--- src/rtl/ex_stage_mc.sv ---
// Execute stage with operand forwarding, ALU, branch resolution, an iterative
// shift-add multiplier and the EX/M pipeline register.
module ex_stage_mc #(
  parameter int XLEN = 32,
  parameter int REGW = 5
) (
  input  logic            clk,
  input  logic            rst,
  input  logic            flush_e,
  input  logic            stall_m,
  input  logic [XLEN-1:0] rd1_e,
  input  logic [XLEN-1:0] rd2_e,
  input  logic [XLEN-1:0] imm_e,
  input  logic [XLEN-1:0] pc_e,
  input  logic [XLEN-1:0] pc_plus4_e,
  input  logic [REGW-1:0] rd_e,
  input  logic [1:0]      fwd_a_e,
  input  logic [1:0]      fwd_b_e,
  input  logic [XLEN-1:0] result_w,
  input  logic            reg_write_e,
  input  logic            mem_write_e,
  input  logic            branch_e,
  input  logic            jump_e,
  input  logic            jalr_e,
  input  logic            alu_src_e,
  input  logic            mul_e,
  input  logic [1:0]      result_src_e,
  input  logic [2:0]      funct3_e,
  input  logic [3:0]      alu_control_e,
  output logic            reg_write_m,
  output logic            mem_write_m,
  output logic [1:0]      result_src_m,
  output logic [XLEN-1:0] alu_result_m,
  output logic [XLEN-1:0] write_data_m,
  output logic [XLEN-1:0] pc_plus4_m,
  output logic [REGW-1:0] rd_m,
  output logic [XLEN-1:0] pc_target_e,
  output logic            pc_src_e,
  output logic            busy_e
);

  localparam int SHW  = $clog2(XLEN);
  localparam int CNTW = $clog2(XLEN) + 1;

  typedef enum logic [1:0] {
    IDLE,
    BUSY,
    DONE
  } mulState_t;

  mulState_t       mulState;
  logic [CNTW-1:0] mulCnt;
  logic [XLEN-1:0] mulA;
  logic [XLEN-1:0] mulB;
  logic [XLEN-1:0] mulAcc;

  logic [XLEN-1:0] srcA;
  logic [XLEN-1:0] srcBReg;
  logic [XLEN-1:0] srcB;
  logic [XLEN-1:0] aluOut;
  logic [XLEN-1:0] exResult;
  logic [SHW-1:0]  shamt;
  logic            branchCond;
  logic            mulStart;

  always_comb begin
    srcA = rd1_e;
    case (fwd_a_e)
      2'b01:   srcA = result_w;
      2'b10:   srcA = alu_result_m;
      default: srcA = rd1_e;
    endcase
  end

  always_comb begin
    srcBReg = rd2_e;
    case (fwd_b_e)
      2'b01:   srcBReg = result_w;
      2'b10:   srcBReg = alu_result_m;
      default: srcBReg = rd2_e;
    endcase
  end

  assign srcB  = alu_src_e ? imm_e : srcBReg;
  assign shamt = srcB[SHW-1:0];

  always_comb begin
    aluOut = '0;
    case (alu_control_e)
      4'd0:    aluOut = srcA + srcB;
      4'd1:    aluOut = srcA - srcB;
      4'd2:    aluOut = srcA & srcB;
      4'd3:    aluOut = srcA | srcB;
      4'd4:    aluOut = srcA ^ srcB;
      4'd5:    aluOut = {{(XLEN-1){1'b0}}, ($signed(srcA) < $signed(srcB))};
      4'd6:    aluOut = {{(XLEN-1){1'b0}}, (srcA < srcB)};
      4'd7:    aluOut = srcA << shamt;
      4'd8:    aluOut = srcA >> shamt;
      4'd9:    aluOut = XLEN'($signed(srcA) >>> shamt);
      default: aluOut = '0;
    endcase
  end

  // Branches compare against the forwarded register operand, never the immediate.
  always_comb begin
    branchCond = 1'b0;
    case (funct3_e)
      3'b000:  branchCond = (srcA == srcBReg);
      3'b001:  branchCond = (srcA != srcBReg);
      3'b100:  branchCond = ($signed(srcA) < $signed(srcBReg));
      3'b101:  branchCond = ($signed(srcA) >= $signed(srcBReg));
      3'b110:  branchCond = (srcA < srcBReg);
      3'b111:  branchCond = (srcA >= srcBReg);
      default: branchCond = 1'b0;
    endcase
  end

  always_comb begin
    pc_target_e = pc_e + imm_e;
    if (jalr_e) begin
      pc_target_e = srcA + imm_e;
      pc_target_e[0] = 1'b0;
    end
  end

  assign pc_src_e = ((branch_e & branchCond) | jump_e) & ~flush_e;

  // Gating with rst keeps busy_e low throughout reset even while mul_e is held.
  assign mulStart = (mulState == IDLE) & mul_e & ~flush_e;
  assign busy_e   = rst & (mulStart | (mulState == BUSY));
  assign exResult = (mulState == DONE) ? mulAcc : aluOut;

  always_ff @(posedge clk or negedge rst) begin
    if (!rst) begin
      mulState <= IDLE;
      mulCnt   <= '0;
      mulA     <= '0;
      mulB     <= '0;
      mulAcc   <= '0;
    end else begin
      case (mulState)
        IDLE: begin
          if (mulStart) begin
            mulA     <= srcA;
            mulB     <= srcB;
            mulAcc   <= '0;
            mulCnt   <= CNTW'(XLEN);
            mulState <= BUSY;
          end
        end
        BUSY: begin
          if (flush_e) begin
            mulState <= IDLE;
            mulAcc   <= '0;
            mulCnt   <= '0;
          end else begin
            if (mulB[0]) begin
              mulAcc <= mulAcc + mulA;
            end
            mulA   <= mulA << 1;
            mulB   <= mulB >> 1;
            mulCnt <= mulCnt - 1'b1;
            if (mulCnt == CNTW'(1)) begin
              mulState <= DONE;
            end
          end
        end
        DONE: begin
          if (flush_e) begin
            mulState <= IDLE;
            mulAcc   <= '0;
          end else if (!stall_m) begin
            mulState <= IDLE;
          end
        end
        default: mulState <= IDLE;
      endcase
    end
  end

  // A stalled M stage holds everything, including across a flush of EX.
  always_ff @(posedge clk or negedge rst) begin
    if (!rst) begin
      reg_write_m  <= 1'b0;
      mem_write_m  <= 1'b0;
      result_src_m <= '0;
      alu_result_m <= '0;
      write_data_m <= '0;
      pc_plus4_m   <= '0;
      rd_m         <= '0;
    end else if (!stall_m) begin
      if (flush_e || busy_e) begin
        reg_write_m  <= 1'b0;
        mem_write_m  <= 1'b0;
        result_src_m <= '0;
        alu_result_m <= '0;
        write_data_m <= '0;
        pc_plus4_m   <= '0;
        rd_m         <= '0;
      end else begin
        reg_write_m  <= reg_write_e;
        mem_write_m  <= mem_write_e;
        result_src_m <= result_src_e;
        alu_result_m <= exResult;
        write_data_m <= srcBReg;
        pc_plus4_m   <= pc_plus4_e;
        rd_m         <= rd_e;
      end
    end
  end

endmodule
--- config.mk ---
export PLATFORM = sky130hd
export DESIGN_NAME = ex_stage_mc
export DESIGN_NICKNAME = d
export VERILOG_FILES = /design/src/rtl/ex_stage_mc.sv
export SDC_FILE = /design/constraint.sdc
export NUM_CORES = 1
export LEC_CHECK = 0
export CORE_MARGIN = 2
export CORE_UTILIZATION = 35
export DETAILED_ROUTE_END_ITERATION = 12
export SLEW_MARGIN = 10
export SYNTH_ARGS = -nofsm -noshare
export SYNTH_HDL_FRONTEND = slang
export SYNTH_SLANG_ARGS = --single-unit
--- constraint.sdc ---
create_clock -name clk -period 4.8 [get_ports clk]
set_clock_uncertainty 0.15 [all_clocks]
set_input_delay 0.48 -clock clk [delete_from_list [all_inputs] [get_ports clk]]
set_output_delay 0.48 -clock clk [all_outputs]
set_load 0.05 [all_outputs]
==> results.py <==
metrics = {
    "global_route": {
        "grt_usage_pct": 36.6,
        "antenna_found_initial": 5,
        "grt_first_pass_wirelength_mm": 194,
        "overflow": 0,
        "grt_start_max_net_pins": 75,
        "grt_pass1_vias": 28300,
    },
    "finish": {
        "syn2layout_area_growth_pct": 45.8,
        "fin_area_mm2": 0.0358,
        "final_util_pct": 51.3,
        "fillers": 6850,
        "final_cell_mix": "707 x buf_4, 373 x nand2_1, 320 x o21ai_0, 319 x clkdlybuf4s50_1, 284 x a21oi_1",
        "drive_gt1_share_pct": 22.9,
        "final_common_cell": "buf_4",
        "fin_nets": 4610,
    },
    "timing": {
        "hold_viol": 0,
        "relSlewSlack_pct": 26.5,
        "tns_ns": -0.230,
        "min_period_ns": 4.91,
        "setup_ws_ns": -0.107,
        "clock.fmax_ghz": 0.204,
        "rsz0062_at_grt": "true",
        "worstMarginPinSlew_ns": 1.10,
        "final-setup-viol-count": 3,
        "period_share_pct": 102,
        "drv_slew": 0,
    },
    "yosys": {
        "synthFlopType": "dfrtp_1",
        "synth_area_leaders": "dfrtp_1 21%, ha_1 12%, o21ai_0 7.0%",
        "synth_edf_count": 0,
        "syn-mean-instance-area_um2": 7.53,
        "synth_seq_cells": 209,
        "synth_cell_types": 96,
        "synth_fp_nets": 3713,
        "synth_top_area_cell": "dfrtp_1",
        "async_flop_share_pct": 100,
        "synth_top_area_share_pct": 21.3,
        "ys_warn_count": 0,
        "synthCells": 3260,
        "synth_area_mm2": 0.0246,
        "ys_seq_area_share_pct": 21.3,
    },
    "placed_design": {
        "globalplace.congestion": 1.08,
        "io_buffers": 359,
        "pre_cts_ws_ns": -1.05,
        "placed_area_mm2": 0.0341,
        "dp_hpwl_mm": 110,
    },
    "cts": {
        "clk_path_buf_depth": 3,
        "clkLatencyLatePin_ns": 0.61,
        "htree_levels": 1,
        "cts_sinks": 209,
        "cts_tree": "yes",
        "cts-root-buf": "clkbuf_16",
        "cts_buffers": 27,
        "path_clk_slew_ns": 0.07,
    },
    "power": {
        "power_mw": 10.7,
        "seqPwrFrac_pct": 20.5,
        "combPwrFrac_pct": 59.0,
        "p_clk_share_pct": 20.5,
        "ir_worst_vdd_mv": 0.336,
        "switchingPower_mw": 4.77,
        "p_per_area_mw_per_mm2": 300,
        "power.internal_mw": 5.98,
        "swShare_pct": 44.4,
        "power.leakage_nw": 16.6,
    },
    "setup_path": {
        "crit_path_end_kind": "primary output",
        "slowest_stage": "dfrtp_2",
        "path_buf_inv": 3,
        "path_delay_family": "compound AO/OA/AOI/OAI gates",
        "cp.depth": 17,
        "path_common_cell": "nor2_2",
        "crit_type": "flop to primary output",
        "cp-start-kind": "flop",
        "cpPeakStageDelay_ns": 0.56,
        "r2r_cells": 17,
        "worstPathRequired_ns": 4.17,
        "path_max_fanout": 2,
        "cp.arrival_ns": 4.28,
        "crit_chain": "a221oi_4 > nor2_2 > inv_2 > nor2_2 > fa_2 > a21o_1 > nand2_2 > a211oi_4 > o311ai_4 > o311a_4 > o41ai_4 > a221oi_2 > mux2i_1 > a2111oi_1 > buf_4 > a21oi_2 > buf_6",
    },
    "floorplan": {
        "die-area_mm2": 0.0723,
        "coreArea_mm2": 0.0698,
        "die_h_um": 269,
        "io_pins": 360,
        "start_util_pct": 35.2,
        "num_rows": 97,
        "die_x_um": 269,
    },
    "detailed_routing": {
        "ant_nets": 0,
        "post_drt_wl_per_cell_um": 26.8,
        "drtIter0Drc": 3223,
        "wl_met2_mm": 57.8,
        "first_pass_iters": 10,
        "via_count": 30200,
        "drc": 0,
        "viasPerCell": 5.90,
        "top_layer": "met5",
        "met1_length_mm": 57.1,
        "dr_wl_met3_mm": 13.4,
        "drt-total-wl_mm": 137,
    },
    "status": {
        "status": "finished, violations left",
        "violations": "setup timing",
    },
    "job": {
        "cap_viol_max_count": 0,
    },
    "min_path": {
        "hold_path.class": "input port to async pin",
    },
}
synth_stat cells, types with 10 or more instances:
master and count:
a221oi_1 25, nor2_1 281, o2111ai_1 10, xnor2_1 66, o31ai_1 30, or3_1 20, nand4_1 23, nand3_1 61
o211ai_1 48, nor3_1 52, nand2b_1 33, buf_2 40, a211oi_1 40, and2_1 18, mux2i_1 145, a21o_1 80
buf_1 23, ha_1 227, xor2_1 36, a22o_1 51, o21a_1 27, o221ai_1 11, a21oi_1 294, o21bai_1 20
o22ai_1 11, nor2b_1 24, a221o_1 39, clkbuf_1 139, or2_2 10, inv_1 131, nand2_1 376, a22oi_1 52
and3_1 22, a31oi_1 30, dfrtp_1 209, mux2_2 17, o21ai_1 29, o21ai_0 342
logic make-up (layout without fill, tap and decap cells):
family / after synthesis / in the layout / synth area share, %
other: 0 / 3 / 0
AO/OA/AOI/OAI: 1250 / 1250 / 33.2
multiplexers: 165 / 165 / 6.96
buffers and inverters: 351 / 1266 / 5.79
XOR/XNOR: 102 / 102 / 3.64
adder cells (fa/ha/maj): 232 / 232 / 12.0
flip-flops: 209 / 209 / 21.3
AND/OR/NAND/NOR: 951 / 951 / 17.1
power groups by stage:
stage	Clock [mW]	Sequential, mW	Combinational (mW)
floorplan	0	2.35	2.95
global placement	0	2.22	6.02
detailed placement	0	2.23	6.01
CTS	2.24	2.19	6.14
global route	2.30	2.22	6.70
finish	2.21	2.20	6.34
worst paths after layout:
kind | startpoint | end | slack (ns)
hold / removal | rst | mulCnt[1] | 0.19
setup / recovery | alu_result_m[0] | pc_target_e[28] | -0.11
min in group clk | pc_plus4_e[18] | pc_plus4_m[18] | 0.33
max in group asynchronous | rst | write_data_m[18] | 2.26
hold reg to reg | mulB[29] | mulB[29] | 0.33
setup reg to reg | alu_result_m[0] | alu_result_m[0] | 0.10
flip-flops by register name (all words and copies together) (netlist names):
register,cells
result_src_m,2
pc_plus4_m,32
reg_write_m,1
write_data_m,32
mulCnt,6
mem_write_m,1
mulAcc,32
mulA,32
mulB,32
rd_m,5
mulState,2
alu_result_m,32
routing by layer:
| metal | vias to the layer above | GRT usage (%) |
|---|---|---|
| li1 | 13800 | - |
| met1 | 14400 | 48.5 |
| met2 | 1609 | 54.8 |
| met3 | 372 | 8.28 |
| met4 | 4 | 20.3 |
| met5 | - | 0 |
stage by stage:
stage / cells / hold WS (ns)
5_1_grt: 5115 / 0.210
6_report: 5118 / 0.193
4_1_cts: 5110 / 0.179
3_3_place_gp: 5046 / 0.234
2_1_floorplan: 3260 / 0.0344
3_5_place_dp: 5046 / 0.238
final cells by class:
cell class,count,area (um^2),area share (%)
multi-input combinational,2700,18500,51.6
sequential,209,5240,14.6
clock inverter,9,143,0.398
tap,940,1180,3.28
antenna,3,7.51,0.0210
clock buffer,38,787,2.20
timing repair buffer,1081,9460,26.4
inverter,138,527,1.47
repair_timing:
action,CTS,global route
gates cloned,2,0
gates resized for setup,75,65
endpoints found under the hold margin,37,0
setup buffers,15,7
pin swaps,28,25
hold buffers,1,0
endpoints found under the setup margin,39,22
No activity file was read; power rests on OpenSTA's default activity.
